`config.mk`:
```
export PLATFORM = sky130hd
export DESIGN_NAME = slice_run_ctrl
export DESIGN_NICKNAME = d
export VERILOG_FILES = /design/src/rtl/slice_run_ctrl.sv
export SDC_FILE = /design/constraint.sdc
export NUM_CORES = 1
export LEC_CHECK = 0
export ABC_AREA = 1
export CAP_MARGIN = 20
export CORE_ASPECT_RATIO = 1.2
export CORE_MARGIN = 3
export CORE_UTILIZATION = 30
export CTS_BUF_LIST = sky130_fd_sc_hd__clkbuf_8 sky130_fd_sc_hd__clkbuf_16
export CTS_CLUSTER_SIZE = 28
export DETAILED_ROUTE_END_ITERATION = 6
export GPL_ROUTABILITY_DRIVEN = 0
export PLACE_DENSITY_LB_ADDON = 0.1
export SYNTH_ARGS = -nofsm -noshare
export SYNTH_HDL_FRONTEND = slang
export SYNTH_SLANG_ARGS = --single-unit
```
`constraint.sdc`:
```
create_clock -name clk -period 5.4 [get_ports clk]
set_input_delay 1.08 -clock clk [delete_from_list [all_inputs] [get_ports clk]]
set_output_delay 1.08 -clock clk [all_outputs]
set_load 0.05 [all_outputs]
```
`src/rtl/slice_run_ctrl.sv`:
```
// Run control ahead of the status decoder: conditions the START/PAUSE buttons,
// sequences the job FSM and counts completed slices from the cutter.

module slice_key_cond #(
    parameter int DEBOUNCE_CYCLES = 500000,
    parameter int CNT_W           = 20
) (
    input  logic clk,
    input  logic rst,
    input  logic key_n,
    output logic press
);
    localparam logic [CNT_W-1:0] CNT_MAX = CNT_W'(DEBOUNCE_CYCLES - 1);

    logic             sync1, sync2;
    logic             stable, stable_d;
    logic [CNT_W-1:0] cnt;

    always_ff @(posedge clk or posedge rst) begin
        if (rst) begin
            sync1    <= 1'b1;
            sync2    <= 1'b1;
            stable   <= 1'b1;
            stable_d <= 1'b1;
            cnt      <= '0;
        end else begin
            sync1    <= key_n;
            sync2    <= sync1;
            stable_d <= stable;
            // Any return to the accepted level restarts the hold count.
            if (sync2 == stable) begin
                cnt <= '0;
            end else if (cnt == CNT_MAX) begin
                stable <= sync2;
                cnt    <= '0;
            end else begin
                cnt <= cnt + CNT_W'(1);
            end
        end
    end

    // Only the press (falling) edge of the accepted level is an event.
    assign press = stable_d & ~stable;
endmodule

module slice_run_ctrl #(
    parameter int DEBOUNCE_CYCLES = 500000,
    parameter int NUM_SLICES      = 16,
    parameter int CNT_W           = 20
) (
    input  logic       clk,
    input  logic       rst,
    input  logic       key_start_n_i,
    input  logic       key_pause_n_i,
    input  logic       slice_done_i,
    output logic       start_o,
    output logic       pause_o,
    output logic       finish_o,
    output logic [4:0] slice_num_o,
    output logic       run_en_o,
    output logic [1:0] state_o
);
    localparam int NUM_KEYS = 2;
    localparam int K_START  = 0;
    localparam int K_PAUSE  = 1;
    localparam logic [4:0] NUM_MAX = 5'(NUM_SLICES);

    typedef enum logic [1:0] {
        IDLE  = 2'd0,
        RUN   = 2'd1,
        PAUSE = 2'd2,
        DONE  = 2'd3
    } state_t;

    logic [NUM_KEYS-1:0] key_n;
    logic [NUM_KEYS-1:0] press;
    state_t              state;
    logic [4:0]          slice_nxt;

    assign key_n[K_START] = key_start_n_i;
    assign key_n[K_PAUSE] = key_pause_n_i;

    genvar k;
    generate
        for (k = 0; k < NUM_KEYS; k++) begin : g_key
            slice_key_cond #(
                .DEBOUNCE_CYCLES(DEBOUNCE_CYCLES),
                .CNT_W          (CNT_W)
            ) u_key (
                .clk  (clk),
                .rst  (rst),
                .key_n(key_n[k]),
                .press(press[k])
            );
        end
    endgenerate

    assign slice_nxt = slice_num_o + 5'd1;
    assign state_o   = state;

    always_ff @(posedge clk or posedge rst) begin
        if (rst) begin
            state       <= IDLE;
            start_o     <= 1'b0;
            pause_o     <= 1'b0;
            finish_o    <= 1'b0;
            slice_num_o <= '0;
            run_en_o    <= 1'b0;
        end else begin
            start_o  <= 1'b0;
            pause_o  <= 1'b0;
            finish_o <= 1'b0;
            case (state)
                IDLE: begin
                    if (press[K_START]) begin
                        state       <= RUN;
                        start_o     <= 1'b1;
                        slice_num_o <= '0;
                        run_en_o    <= 1'b1;
                    end
                end
                RUN: begin
                    // The final slice beats a coincident pause; a non-final
                    // slice is still counted when pausing on the same edge.
                    if (slice_done_i && slice_nxt == NUM_MAX) begin
                        slice_num_o <= slice_nxt;
                        state       <= DONE;
                        finish_o    <= 1'b1;
                        run_en_o    <= 1'b0;
                    end else begin
                        if (slice_done_i)
                            slice_num_o <= slice_nxt;
                        if (press[K_PAUSE]) begin
                            state    <= PAUSE;
                            pause_o  <= 1'b1;
                            run_en_o <= 1'b0;
                        end
                    end
                end
                PAUSE: begin
                    if (press[K_PAUSE]) begin
                        state    <= RUN;
                        pause_o  <= 1'b1;
                        run_en_o <= 1'b1;
                    end
                end
                default: begin
                    state    <= DONE;
                    run_en_o <= 1'b0;
                end
            endcase
        end
    end
endmodule

```
# --- After elaboration in Yosys (flattened, before gate mapping) ---
# Index checks and enable logic that the tools add are counted.
# W data, S select, Z words.
word_totals:
  romBits: 0
  mem_count: 0
  latch_bits: 0
  output_inout_bits: 11
  mem_bits_rw: 0
  ff_bits: 59
classes:
  bitwise_logic: 6
  n_eq_ne: 11
  shift: 0
  order_cmp: 0
  multipliers: 0
  n_div: 0
  n_reduce_logical: 7
  addsub: 3
  muxes: 25
ops:
  columns: ["op", "n"]
  rows:
  - ["$mux W20", 4]
  - ["$add A20 B1 Y20 const B", 2]
  - ["$eq A20 B19 Y1 const B", 2]
  - ["$mux W5", 3]
  - ["$mux W1", 10]
  - ["$pmux W5 S2", 1]
  - ["$mux W2", 4]
  - ["$pmux W2 S3", 1]
  - ["$reduce_and A3 Y1", 2]
  - ["$add A5 B1 Y5 const B", 1]
  - ["$eq A5 B5 Y1 const B", 1]
  - ["$ne A2 B1 Y1 const B", 2]
  - ["$not A1 Y1", 4]
  - ["$reduce_and A2 Y1", 2]
  - ["$ne A3 B2 Y1 const B", 1]
  - ["$ne A3 B3 Y1 const B", 1]
  - ["$pmux W1 S3", 1]
  - ["$and A1 B1 Y1", 2]
  - ["$eq A1 B1 Y1", 2]
  - ["$eq A2 B1 Y1 const B", 1]
  - ["$eq A2 B2 Y1 const B", 1]
  - ["$logic_not A2 Y1", 1]
  - ["$pmux W1 S2", 1]
  - ["$reduce_bool A2 Y1", 1]
  - ["$logic_and A1 B1 Y1", 1]

# --- Logic depth before layout (Yosys ltp) ---
logic_depth:
  word_depth: 5
  mapped_depth: 10
  mapped_depth_nobuf: 10

# --- Hierarchy ---
# Synthesis repeated with hierarchy kept, for this count alone.
hier_totals:
  hier_cells: 434
  hier_area_um2: 3410.8
by_module_without_submodules:
  columns: ["mod", "cells_each", "n_inst", "seq_area_each_um2", "area_per_inst_um2"]
  rows:
  - ["slice_key_cond", 179, 2, 605.6, 1365.1]
  - ["slice_run_ctrl", 76, 1, 275.3, 680.7]

# --- Worst setup path before layout ---
# OpenSTA, ideal clock, no wires.
synth_timing:
  kind: "reg-to-reg"
  startpoint: "register slice_num_o[0]"
  endpoint: "register state[0], in the netlist state_o[0]"
  period_less_slack_ns: 1.811
  path_slack_ns: 3.589
  path_stages_with_launch: 11
  setup_time_ns: 0.118
  arrival_time_ns: 1.693
  cell_sequence: "dfrtp_1 ha_1 inv_1 nand2_1 nand2_1 nor2_1 nand3_1 nand3_1 nand3_1 nand2_1 nand2_1"
synth_between:
  elab_chain_len: 5
  word_cells_on_any_way: 7
  cone_classes: "add/sub (1); eq/ne (2); mux (2); reduce/logical (2)"
synth_rtl:
  columns: ["item", "line", "source"]
  rows:
  - ["start: declaration", "59", "output logic [4:0] slice_num_o,"]
  - ["start signal: assignment", "126", "slice_num_o <= slice_nxt;"]
  - ["start signal: assignment", "132", "slice_num_o <= slice_nxt;"]
  - ["$add A5 B1 Y5 *", "98", "assign slice_nxt = slice_num_o + 5'd1;"]
  - ["$eq A5 B5 Y1 *", "125", "if (slice_done_i && slice_nxt == NUM_MAX) begin"]
  - ["$logic_and A1 B1 Y1 *", "125", null]
  - ["$ne A3 B2 Y1 (no line) / $mux W2 (equally long branches)", null, null]
  - ["$reduce_and A3 Y1 (no line) / $pmux W2 S3 (equally long branches)", null, null]
  - ["end signal: assignment", "127", "state <= DONE;"]
  - ["end signal: assignment", "134", "state <= PAUSE;"]
  - ["end signal: assignment", "142", "state <= RUN;"]
  - ["end: declaration", "77", "state_t state;"]
# Mark *: on every way between the ends. The rest lies on a longest branch, timed or not.
# A chain may end at the register's enable or synchronous reset.

# --- Final worst setup path ---
layout_timing:
  startpoint: "register slice_num_o[2]"
  endpoint: "output slice_num_o[2]"
# No word-level cell between the ends.

==> reports/qor.yml <==
cts_made_buffers: 9
cts.sink_count: 59
syn_inst: 398
grt_max_degree: 60
min_period_over_period_pct: 50.27
num_rows: 40
drc: 0
antenna_found_initial: 0
start_util_pct: 31.31
yosys_warnings: 0
crit_path_end_kind: "output pin"
coreArea_um2: 10160
die_area_um2: 11880
grtUsageTotal_pct: 12.54
post_drt_wl_per_cell_um: 12.51
nNetsFinal: 437
synthFlopType: "dfrtp_1"
grt_pass1_vias: 2619
worst_hold_path_type: "reg -> reg"
yosys-top-cells-area: "dfrtp_1, nand2_1, inv_1, dfstp_2, nor2_1"
post-cts-setup-buffer-count: 0
p_per_area_nw_per_um2: 278.7
synth.most_common_cell: "nand2_1"
worstMarginPinSlew_ns: 0.7428
arrival_ns: 1.63
yosysTopAreaCell: "dfrtp_1"
crit_path_max_fanout: 8
grt_pass1_wl_um: 12080
finalHoldViolations: 0
fin_crit_ns: 2.715
crit_path_top_delay_cell: "clkdlybuf4s50_1"
final.setup.tns_ns: 0
clk_pin_slew_ns: 0.05
rsz0062_at_grt: "false"
max-cap-violations: 0
p_leak_nw: 1.621
synthToLayoutAreaGrowth_pct: 19.39
dr.first_iter.drc_count: 88
cts_buffer_depth: 2
slew_viol_final: 0
p_total_mw: 1.058
setup_ws_ns: 2.685
async_reset_ff_share_pct: 100.0
worst-path-buf-inv: 1
synth_fp_nets: 411
root_buffer: "clkbuf_16"
final_cell_area_um2: 3797
htree_levels: 3
fp.dieH_um: 118.8
drive_gt1_share_pct: 10.96
first_pass_iters: 4
ios: 16
yosysSeqAreaShare_pct: 46.73
synthDistinctLibCells: 28
ys_seq_elements: 59
synth-edff-count: 0
synth_commonest_cells: "nand2_1, inv_1, nor2_1"
start_kind: "flop"
postPlaceCellArea_um2: 3488
r2r_setup_slack_ns: 3.74
yosys.area.top_type_share_pct: 40.13
setup_violations: 0
path_class: "reg -> out"
cts_resized: 0
ant_nets: 0
dr_total_vias: 2598
max_stage_delay_ns: 0.85
n_antenna_cell: 0
viasPerCell: 4.681
worstPathRequired_ns: 4.32
fmax_mhz: 368.4
ctsHoldBuffers: 0
syn_avg_cell_area_um2: 7.991
path_delay_family: "buffers and inverters"
fp.dieW_um: 100.0
routed_wl_um: 6942
grt_overflow: 0
port_buffers: 15
status: "finished clean"
crit_chain: "clkdlybuf4s50_1"
skew_ns: 0.006366
cts_tree: "built"
synth.cell_area_um2: 3181
hpwl_um: 5095
slew_headroom_pct: 50.48
dp_slack_ns: 2.994
clk_latency_ns: 0.32
irDropWorstVdd_v: 0.0001589
logic make-up (layout without fill, tap and decap cells):
group                      after synthesis  count (layout)  share of synthesized area (%)
AOI/OAI and AO/OA                       21              21                          3.816
xor gates and xnor gates                13              13                          3.580
adders and majority gates                8               8                          3.147
buffers and inverters                   60              91                          7.199
DFF                                     59              59                          46.73
and+or+nand+nor                        237             237                          35.52
routing by layer:
metal  GRT usage (%)  routed length (µm)
met3           2.479                 163
met5               0                   0
met1           15.50                3222
met4           5.307                 135
met2           21.04                3421
final timing paths:
path                                                 start                          endpoint  cells after the start
hold / removal              g_key[0].u_key.sync1$_DFF_PP1_    g_key[0].u_key.sync2$_DFF_PP1_                      0
setup / recovery                slice_num_o[2]$_DFFE_PP0P_                    slice_num_o[2]                      1
min in group asynchronous                              rst                finish_o$_DFF_PP0_                      3
setup reg to reg           g_key[0].u_key.cnt[0]$_DFF_PP0_  g_key[0].u_key.cnt[14]$_DFF_PP0_                      6
hold reg to reg             g_key[0].u_key.sync1$_DFF_PP1_    g_key[0].u_key.sync2$_DFF_PP1_                      0
max in group asynchronous                              rst              run_en_o$_DFFE_PP0P_                      3
final cells by class:
| type | count | area, µm² |
|---|---|---|
| Fill cell | 1059 | 6362 |
| Sequential cell | 59 | 1486 |
| Multi-Input combinational cell | 279 | 1465 |
| Clock buffer | 12 | 266.5 |
| Inverter | 59 | 221.5 |
| Timing Repair Buffer | 16 | 157.7 |
| Tap cell | 126 | 157.7 |
| Clock inverter | 4 | 42.54 |
stage by stage:
stage,hold slack [ns],util [%],std cells
global route,0.3552,37.38,555
CTS,0.3542,37.38,555
detailed placement,0.3468,34.34,539
floorplan,0.3452,-,398
finish,0.3538,37.38,555
global placement,0.3456,34.34,539
where the power goes:
part	total (mW)	switching [mW]	leakage (nW)	internal (mW)
logic	0.0254	0.0184	0.668	0.00702
clock network	0.581	0.190	0.161	0.390
registers	0.452	0.00300	0.791	0.449
total	1.06	0.212	1.62	0.847
registers in the layout, summed over array words and instances, names as in the netlist:
register              cells
g_key.u_key.sync2         2
start_o                   1
pause_o                   1
finish_o                  1
g_key.u_key.cnt          40
g_key.u_key.stable_d      2
run_en_o                  1
g_key.u_key.sync1         2
state_o                   2
g_key.u_key.stable        2
slice_num_o               5
placed cells by master, fill, tap and decap left out, types with 2 or more instances in the layout:
cell type / count
nor2_1: 56
xor2_1: 13
clkbuf_16: 9
nand4_1: 18
inv_1: 59
ha_1: 8
nor3_1: 27
dfrtp_1: 51
a22o_1: 3
dfstp_2: 8
nor2_2: 8
or2_2: 2
clkdlybuf4s50_1: 15
nand2_1: 77
a21oi_1: 8
nand3_1: 28
clkbuf_8: 3
nand2_2: 5
inv_2: 2
o21ai_0: 7
a31oi_1: 2
nor3b_1: 7
nor2_4: 3
(Power assumes the default switching activity.)
